`config.mk`:
```
export PLATFORM = sky130hd
export DESIGN_NAME = bpb_commit_queue
export DESIGN_NICKNAME = d
export VERILOG_FILES = /design/src/rtl/bpb_commit_queue.sv
export SDC_FILE = /design/constraint.sdc
export NUM_CORES = 1
export LEC_CHECK = 0
export BUFFER_PORTS_ARGS = -buffer_cell sky130_fd_sc_hd__buf_2
export CAP_MARGIN = 25
export CORE_MARGIN = 1.5
export CORE_UTILIZATION = 50
export DETAILED_ROUTE_END_ITERATION = 10
export PLACE_DENSITY = 0.7
export RECOVER_POWER = 50
export SLEW_MARGIN = 20
export SYNTH_ARGS = -nofsm -noshare
export SYNTH_HDL_FRONTEND = slang
export SYNTH_SLANG_ARGS = --single-unit
```
`constraint.sdc`:
```
create_clock -name clk -period 8.6 [get_ports clk]
set_input_delay 0.43 -clock clk [delete_from_list [all_inputs] [get_ports clk]]
set_output_delay 0.43 -clock clk [all_outputs]
set_load 0.02 [all_outputs]
```
`src/rtl/bpb_commit_queue.sv`:
```
// Commit-side queue feeding the branch predictor buffer: accepts up to two resolved
// branches per cycle, raises a registered redirect on mispredict, drains one update per cycle.
module bpb_commit_queue #(
    parameter int DEPTH = 8,
    parameter int PTR_W = 3,
    parameter int CNT_W = 32
) (
    input  logic             clk,
    input  logic             reset,
    input  logic             stall,
    input  logic [1:0]       in_valid,
    input  logic [1:0][31:0] in_pc,
    input  logic [1:0]       in_taken,
    input  logic [1:0][31:0] in_destpc,
    input  logic [1:0]       in_pred_taken,
    input  logic [1:0][31:0] in_pred_destpc,
    output logic             in_ready,
    output logic [31:0]      pc_commit,
    output logic             wen,
    output logic [32:0]      destpc_commit,
    output logic             mispredict,
    output logic [31:0]      redirect_pc,
    output logic [CNT_W-1:0] branch_cnt,
    output logic [CNT_W-1:0] mispred_cnt
);

    logic [64:0]      mem_q [DEPTH];
    logic [PTR_W-1:0] head_q, head_d, tail_q, tail_d, tail1;
    logic [PTR_W:0]   count_q, count_d;
    logic             mispredict_q, mispredict_d;
    logic [31:0]      redirect_pc_q, redirect_pc_d;
    logic [CNT_W-1:0] branch_cnt_q, branch_cnt_d, mispred_cnt_q, mispred_cnt_d;

    logic [1:0] mis;
    logic       acc0, acc1, deq, fire0, fire1, sel;
    logic [1:0] n_acc;

    function automatic logic [CNT_W-1:0] sat_add(input logic [CNT_W-1:0] a, input logic [1:0] b);
        logic [CNT_W:0] s;
        s = {1'b0, a} + {{(CNT_W-1){1'b0}}, b};
        return s[CNT_W] ? '1 : s[CNT_W-1:0];
    endfunction

    assign in_ready      = (count_q <= (PTR_W+1)'(DEPTH-2));
    assign wen           = (count_q != '0);
    assign pc_commit     = mem_q[head_q][64:33];
    assign destpc_commit = mem_q[head_q][32:0];
    assign mispredict    = mispredict_q;
    assign redirect_pc   = redirect_pc_q;
    assign branch_cnt    = branch_cnt_q;
    assign mispred_cnt   = mispred_cnt_q;

    always_comb begin
        for (int i = 0; i < 2; i++) begin
            mis[i] = (in_taken[i] != in_pred_taken[i]) ||
                     (in_taken[i] && (in_destpc[i] != in_pred_destpc[i]));
        end
        acc0  = in_valid[0] & in_ready;
        // a mispredicting lane 0 makes lane 1 wrong-path
        acc1  = in_valid[1] & in_ready & ~(acc0 & mis[0]);
        fire0 = acc0 & mis[0];
        fire1 = acc1 & mis[1];
        sel   = ~fire0;
        n_acc = {1'b0, acc0} + {1'b0, acc1};
        deq   = wen & ~stall;

        tail1   = tail_q + PTR_W'(acc0);
        tail_d  = tail_q + PTR_W'(n_acc);
        head_d  = head_q + PTR_W'(deq);
        count_d = count_q + (PTR_W+1)'(n_acc) - (PTR_W+1)'(deq);

        mispredict_d  = fire0 | fire1;
        redirect_pc_d = redirect_pc_q;
        if (fire0 | fire1) begin
            redirect_pc_d = in_taken[sel] ? in_destpc[sel] : in_pc[sel] + 32'd8;
        end

        branch_cnt_d  = sat_add(branch_cnt_q, n_acc);
        mispred_cnt_d = sat_add(mispred_cnt_q, {1'b0, fire0 | fire1});
    end

    always_ff @(posedge clk or posedge reset) begin
        if (reset) begin
            head_q        <= '0;
            tail_q        <= '0;
            count_q       <= '0;
            mispredict_q  <= 1'b0;
            redirect_pc_q <= '0;
            branch_cnt_q  <= '0;
            mispred_cnt_q <= '0;
        end else begin
            head_q        <= head_d;
            tail_q        <= tail_d;
            count_q       <= count_d;
            mispredict_q  <= mispredict_d;
            redirect_pc_q <= redirect_pc_d;
            branch_cnt_q  <= branch_cnt_d;
            mispred_cnt_q <= mispred_cnt_d;
        end
    end

    // storage needs no reset; validity is tracked by count_q
    always_ff @(posedge clk) begin
        if (acc0) mem_q[tail_q] <= {in_pc[0], in_taken[0], in_destpc[0]};
        if (acc1) mem_q[tail1]  <= {in_pc[1], in_taken[1], in_destpc[1]};
    end

    assert property (@(posedge clk) disable iff (reset) !((|in_valid) && !in_ready));

endmodule

```
==> results of run 1 <==
-- metal layers --
metal	vias to the layer above	GRT usage, %	share of wire, %
li1	9443	-	-
met1	11590	41.32	38
met2	1326	47.50	46
met3	257	9.113	12
met4	34	10.81	3.7
met5	-	0	0.19
-- worst max-delay path: cells and delay by family (launching register included) --
family                   cells  cell delay, ns
adder cells (fa/ha/maj)      1            0.18
buffers and inverters        2            2.96
flip-flops                   1            0.35
AO/OA/AOI/OAI                1            1.63
AND/OR/NAND/NOR              4            1.39
-- final timing paths --
check	slack, ns	end	depth (start not counted)
min in group asynchronous	0.71	mispred_cnt[26]$_DFF_PP0_	3
setup / recovery	1.53	mem_q[3][9]$_DFFE_PP_	8
hold reg to reg	0.51	redirect_pc[28]$_DFFE_PP0N_	1
hold / removal	0.21	redirect_pc[20]$_DFFE_PP0N_	3
max in group asynchronous	2.35	head_q[2]$_DFF_PP0_	4
setup reg to reg	1.53	mem_q[3][9]$_DFFE_PP_	8
-- repair_timing --
action                    4_1_cts  5_1_grt
buffers inserted                0        0
resized for setup               0        0
hold buffers                    1        0
hold endpoints to repair       33        0
-- placed cells by master (no fill, tap or decap), types with 8 or more instances in the layout --
master	count
sky130_fd_sc_hd__xor2_1	107
sky130_fd_sc_hd__buf_4	24
sky130_fd_sc_hd__diode_2	13
sky130_fd_sc_hd__and2_1	8
sky130_fd_sc_hd__clkinv_2	9
sky130_fd_sc_hd__edfxtp_1	520
sky130_fd_sc_hd__mux2_2	412
sky130_fd_sc_hd__clkbuf_1	172
sky130_fd_sc_hd__nand4_1	29
sky130_fd_sc_hd__and4_1	14
sky130_fd_sc_hd__buf_2	223
sky130_fd_sc_hd__mux2i_1	21
sky130_fd_sc_hd__xnor2_1	49
sky130_fd_sc_hd__nor3_1	32
sky130_fd_sc_hd__nor4_1	20
sky130_fd_sc_hd__dfrtp_1	105
sky130_fd_sc_hd__mux2_4	42
sky130_fd_sc_hd__o21ai_0	38
sky130_fd_sc_hd__mux2_1	126
sky130_fd_sc_hd__a21oi_1	29
sky130_fd_sc_hd__a31oi_1	18
sky130_fd_sc_hd__ha_1	20
sky130_fd_sc_hd__nor2_1	58
sky130_fd_sc_hd__inv_1	23
sky130_fd_sc_hd__mux4_2	130
sky130_fd_sc_hd__and3_1	31
sky130_fd_sc_hd__clkbuf_16	74
sky130_fd_sc_hd__nand2_1	117
sky130_fd_sc_hd__nand3_1	61
-- kinds of logic after synthesis --
group | synth area share, %
AOI/OAI and AO/OA | 2.753
and+or+nand+nor | 5.978
DFF | 53.46
adders and majority gates | 0.7898
muxes | 29.11
xor gates and xnor gates | 3.993
buffers and inverters | 3.916
-- cell type report --
class,count,share of cell area [%]
inverter,24,0.2395
sequential,627,47.99
multi-input combinational,1455,38.00
tap,873,2.864
clock buffer,96,5.098
timing repair buffer,402,4.993
clock inverter,27,0.7382
antenna,13,0.08530
-- where the power goes --
group          total, mW  leakage [nW]  switching, mW  internal, mW
clock               2.96          1.08           1.23          1.73
combinational       4.77          6.63           2.89          1.89
sequential          4.56          6.07          0.397          4.17
total               12.3          13.8           4.51          7.79
-- registers in the layout, indices dropped and copies added, names as in the netlist --
name and cells:
mispred_cnt 32, head_q 3, mispredict 1, mem_q 520
redirect_pc 32, branch_cnt 32, tail_q 3, count_q 4
==> run_results.csv, run 1 <==
group,metric,value,unit
worst_setup_path,timing.critical_path.required,8.72,ns
worst_setup_path,cpPeakStageDelay,2.90,ns
pwr,ir_worst_vdd,0.3443,mV
clocking,numCtsBuffers,70,
routing,avgViaCountPerCell,6.440,
routing,postRouteAntennaNets,0,
timing,grt_setup_unrepaired,"false",
job,max_cap_violations,14,
synthesis,synth_top_cells_by_count,"sky130_fd_sc_hd__edfxtp_1, sky130_fd_sc_hd__mux2_2, sky130_fd_sc_hd__clkbuf_1",
timing,achievable-frequency,0.1415,GHz
layout,layout-area-overhead-vs-synth,11.45,%
synthesis,post_synth_main_area_contributors,"sky130_fd_sc_hd__edfxtp_1, sky130_fd_sc_hd__mux2_2, sky130_fd_sc_hd__mux4_2, sky130_fd_sc_hd__dfrtp_1, sky130_fd_sc_hd__mux2_4",
run_status,violations,"max-capacitance violations, max-slew violations",
global_route,grt_first_pass_wirelength,156200,um
place,numPlacedInstances,3377,
clocking,tritoncts,"yes",
synthesis,yosys.cell_types.count,64,
worst_setup_path,timing.critical_path.slowest_stage_cell,"sky130_fd_sc_hd__clkbuf_1",
synthesis,ys_async_sr_fraction,17.07,%
routing,drtIter0Drc,2678,
timing,pnr_worst_setup_slack,1.532,ns
synthesis,synthesis.area,34220,um^2
routing,routed-via-count,22650,
synthesis,syn-instance-count,2349,
synthesis,synth_flop_type,"sky130_fd_sc_hd__edfxtp_1",
hold_path,holdCritStartpoint,"in_destpc[20]",
layout,final_design_area_no_fill,38140,um^2
timing,setup_viol,0,
worst_setup_path,endpoint_kind,"flip-flop",
hold_path,worstHoldPathType,"in -> reg",
pwr,design_power,12.30,mW
place,instance_area_after_placement,36300,um^2
timing,timing.final.hold_violations,0,
timing,max_slew.worst_pin.slew,4.562,ns
worst_setup_path,crit_type,"reg -> reg",
routing,wl_per_cell,30.78,um
global_route,grt_pass1_vias,22630,
clocking,clock_latency,0.62,ns
timing,clock_skew,0.02997,ns
synthesis,synth_sequential_area_ratio,53.46,%
worst_setup_path,crit_chain,"inv_1 -> ha_1 -> and3_1 -> nor2_1 -> and2_0 -> nand2b_1 -> o21ai_0 -> clkbuf_1",
floorplan,starting_density,50.77,%
timing,slew_headroom,-204.1,%
layout,finalNetCount,2802,
global_route,grt_overflow,0,
timing,fin_tns_setup,0,ns
pwr,cellPowerDensity,322.6,nW/um^2
routing,final_wirelength,108300,um
layout,share_of_layout_cells_above_drive_strength_1,36.22,%
clocking,cts_max_level,3,
layout,cell_count_final_fillers_out,3517,
clocking,cts.root.buffer_cell,"sky130_fd_sc_hd__clkbuf_16",
synthesis,synth_top_cell_by_area,"sky130_fd_sc_hd__edfxtp_1",
synthesis,synth-edff-count,520,
layout,area_taken_by_multi_input_logic_gates,14490,um^2
worst_setup_path,worstPathMaxFanout,43,
place,place.gp.congestion,0.9619,
floorplan,design.core.area,67400,um^2
worst_setup_path,critical_path.startpoint_type,"flip-flop",
run_status,status,"finished, violations left",
floorplan,floorplan.die.width,264.6,um
synthesis,netlist.area_leader.share,45.63,%
timing,timing.final.crit_share,82.19,%
synthesis,synthMostInstantiatedCell,"sky130_fd_sc_hd__edfxtp_1",
synthesis,post_synth.cell_area_avg,14.57,um^2
timing,drv_slew,502,
floorplan,die_height,264.6,um
synthesis,postSynthNetCount,2571,
global_route,groute.usage.overall,30.71,%
layout,final-seq-area,18300,um^2
clocking,post_cts_clock_slew_at_the_launch_and_capture_registers_of_the_worst_setup_and_hold_paths,0.06,ns
worst_setup_path,arrival,7.19,ns
synthesis,yosys_register_bits,627,
layout,final_core_util,56.59,%
worst_setup_path,crit_start,"count_q[3]$_DFF_PP0_",
timing,min_clock_period_post_route,7.068,ns
routing,residual_drc,0,
floorplan,design.die.area,70020,um^2
place,detailed_placement_wirelength_estimate,69100,um
floorplan,row_count,95,
synthesis,yosysWarningCount,0,
place,post-place-ws,2.795,ns
timing,final.hold.worst_slack,0.2143,ns
place,io_buffers,364,
worst_setup_path,rr_startpoint,"count_q[3]$_DFF_PP0_",
global_route,grt_max_degree,105,
pwr,leakagePower,13.78,nW
routing,detail_route.first_pass.iterations,6,
global_route,grt_antenna_before_repair,25,
clocking,cts_sinks,627,
layout,fillerInstances,5455,
floorplan,ioPinCount,365,
clocking,clock_path_buffers,3,
No activity file was read; power rests on OpenSTA's default activity.
==> run 2: changes to the inputs <==
clock period = 6.6 ns   (was 8.6 ns; I/O delays follow)
==> run 2 against run 1 <==
  * The run still ends with max-capacitance violations, max-slew violations left
  * Final cell count grew 0.40%
  * Combinational power grew 33%
  * Worst setup slack lost 1.1 ns
  * Flip-flop and latch count is the same
  * Sequential share of layout area shrank 0.066 points
  * Global-route usage grew 0.14 points
  * Critical path type is now reg -> out
  * Critical endpoint is now destpc_commit[7]
==> run_results.csv, run 2 (synthesis gave the netlist of run 1 again) <==
group,metric,value,unit
run_status,status,"finished, violations left",
run_status,violations,"max-capacitance violations, max-slew violations",
place,detailed_placement_wirelength_estimate,69370,um
layout,final-seq-area,18300,um^2
timing,drv_slew,635,
floorplan,starting_density,50.77,%
worst_setup_path,worstPathMaxFanout,42,
routing,residual_drc,0,
clocking,hold_buffers,1,
clocking,numCtsBuffers,71,
floorplan,ioPinCount,365,
pwr,ir_worst_vdd,0.2838,mV
pwr,part_of_the_power_in_registers,36.4,%
pwr,cell_internal_pwr,10.27,mW
timing,min_clock_period_post_route,6.122,ns
clocking,clock_path_buffers,3,
timing,pnr_worst_setup_slack,0.4780,ns
floorplan,design.die.area,70020,um^2
layout,fillerInstances,5468,
worst_setup_path,endpoint_kind,"output port",
global_route,grt_antenna_before_repair,29,
clocking,cts_sinks,627,
layout,largest-register,"mem_q",
clocking,cts.root.buffer_cell,"sky130_fd_sc_hd__clkbuf_16",
timing,timing.final.crit_share,92.76,%
floorplan,floorplan.die.width,264.6,um
pwr,leakagePower,13.69,nW
place,post-place-ws,0.9095,ns
clocking,post_cts_clock_slew_at_the_launch_and_capture_registers_of_the_worst_setup_and_hold_paths,0.06,ns
routing,final_wirelength,108300,um
global_route,groute.usage.overall,30.85,%
worst_setup_path,critical_path.startpoint_type,"flip-flop",
floorplan,die_height,264.6,um
clocking,cts_max_level,3,
global_route,grt_overflow,0,
layout,area_taken_by_multi_input_logic_gates,14370,um^2
timing,grt_setup_unrepaired,"false",
routing,detail_route.first_pass.iterations,6,
worst_setup_path,timing.critical_path.required,6.27,ns
layout,finalNetCount,2812,
layout,share_of_layout_cells_above_drive_strength_1,35.39,%
worst_setup_path,crit_type,"reg -> out",
global_route,grt_max_degree,87,
routing,avgViaCountPerCell,6.396,
global_route,grt_first_pass_wirelength,156900,um
pwr,power_switching_share,36.70,%
place,io_buffers,364,
floorplan,design.core.area,67400,um^2
worst_setup_path,arrival,5.79,ns
floorplan,row_count,95,
timing,timing.final.hold_violations,0,
layout,commonest_cells_after_routing_fill_and_taps_aside,"sky130_fd_sc_hd__edfxtp_1, sky130_fd_sc_hd__mux2_2, sky130_fd_sc_hd__buf_2",
routing,wl_per_cell,30.68,um
layout,largest_register_ffs,520,
clocking,setup_fix_bufs_post_cts,0,
pwr,share_comb_of_total_power,39.1,%
place,place.gp.congestion,0.9496,
clocking,clock_latency,0.62,ns
job,max_cap_violations,13,
clocking,post_cts_resized,0,
timing,setup_viol,0,
pwr,cellPowerDensity,424.7,nW/um^2
global_route,grt_pass1_vias,22850,
clocking,tritoncts,"yes",
timing,max_slew.worst_pin.slew,3.974,ns
timing,fin_tns_setup,0,ns
hold_path,worstHoldPathType,"in -> reg",
layout,layout-area-overhead-vs-synth,11.62,%
routing,drtIter0Drc,2456,
pwr,power_switching,5.955,mW
timing,slew_headroom,-164.9,%
routing,routed-via-count,22580,
routing,postRouteAntennaNets,0,
layout,mostFrequentLayoutCell,"sky130_fd_sc_hd__edfxtp_1",
timing,clock_skew,0.02370,ns
pwr,share_clk_of_total_power,24.5,%
timing,achievable-frequency,0.1633,GHz
## run 2: cell types whose count changed in the layout (fill, tap and decap cells not counted), moves of 2 or more
cell and delta:
sky130_fd_sc_hd__mux2_4 -40, sky130_fd_sc_hd__mux2_1 +44, sky130_fd_sc_hd__clkbuf_1 -8, sky130_fd_sc_hd__mux2_2 -4
sky130_fd_sc_hd__clkbuf_8 +2, sky130_fd_sc_hd__buf_4 +4, sky130_fd_sc_hd__clkinv_2 +7, sky130_fd_sc_hd__diode_2 -3
sky130_fd_sc_hd__clkbuf_2 +6
## run 2: per-layer routing
layer / part of all wire, % / GRT usage, % / routed length (um)
met2: 46 / 47.99 / 49810
met5: 0.21 / 0 / 230
met3: 11 / 8.054 / 11490
met1: 39 / 41.11 / 42050
met4: 4.4 / 13.09 / 4743
## run 2: area by class of cell
class | count | area share [%]
well taps | 873 | 2.860
multi-input cells | 1455 | 37.61
repair buffers | 411 | 5.231
clock buffers | 94 | 5.179
flip-flops and latches | 627 | 47.92
inverters | 24 | 0.2391
diodes | 10 | 0.06551
clock inverters | 37 | 0.8975
## run 2: power groups by stage
stage / registers [mW] / logic [mW] / clock network (mW)
2_1_floorplan: 5.95 / 4.26 / 0
6_report: 5.90 / 6.35 / 3.98
3_5_place_dp: 5.94 / 6.46 / 0
4_1_cts: 5.87 / 6.49 / 4.01
5_1_grt: 5.96 / 6.67 / 4.15
3_3_place_gp: 5.94 / 6.32 / 0
## run 2: worst paths after layout
check,startpoint,end,slack [ns],cells after the start
max,head_q[1]$_DFF_PP0_,destpc_commit[7],0.48,5
min,in_destpc[20],redirect_pc[20]$_DFFE_PP0N_,0.11,3
max reg2reg,count_q[2]$_DFF_PP0_,mem_q[2][5]$_DFFE_PP_,0.86,11
min reg2reg,mispred_cnt[27]$_DFF_PP0_,mispred_cnt[27]$_DFF_PP0_,0.49,1
max in group asynchronous,reset,mispred_cnt[18]$_DFF_PP0_,1.25,4
min in group asynchronous,reset,branch_cnt[11]$_DFF_PP0_,0.82,3
## run 2: worst max-delay path, stage by stage, from the launching register on
cell	delay, ns
sky130_fd_sc_hd__dfrtp_4	0.79
sky130_fd_sc_hd__clkbuf_2	0.90
sky130_fd_sc_hd__clkbuf_1	2.27
sky130_fd_sc_hd__mux4_2	0.58
sky130_fd_sc_hd__mux2_2	0.22
sky130_fd_sc_hd__clkbuf_1	0.36
## run 2: per-stage QoR
stage,hold WS [ns],utilization [%],power (mW),instance area (um^2),instances
final,0.1068,56.68,16.22,38200,3531
after global routing,0.1336,56.65,16.78,38180,3525
after CTS,0.07801,57.51,16.37,38760,3518
after detailed placement,0.4661,54.05,12.41,36430,3386
after global placement,0.4547,53.98,12.26,36380,3384
after floorplan,0.4767,-,10.21,34220,2349
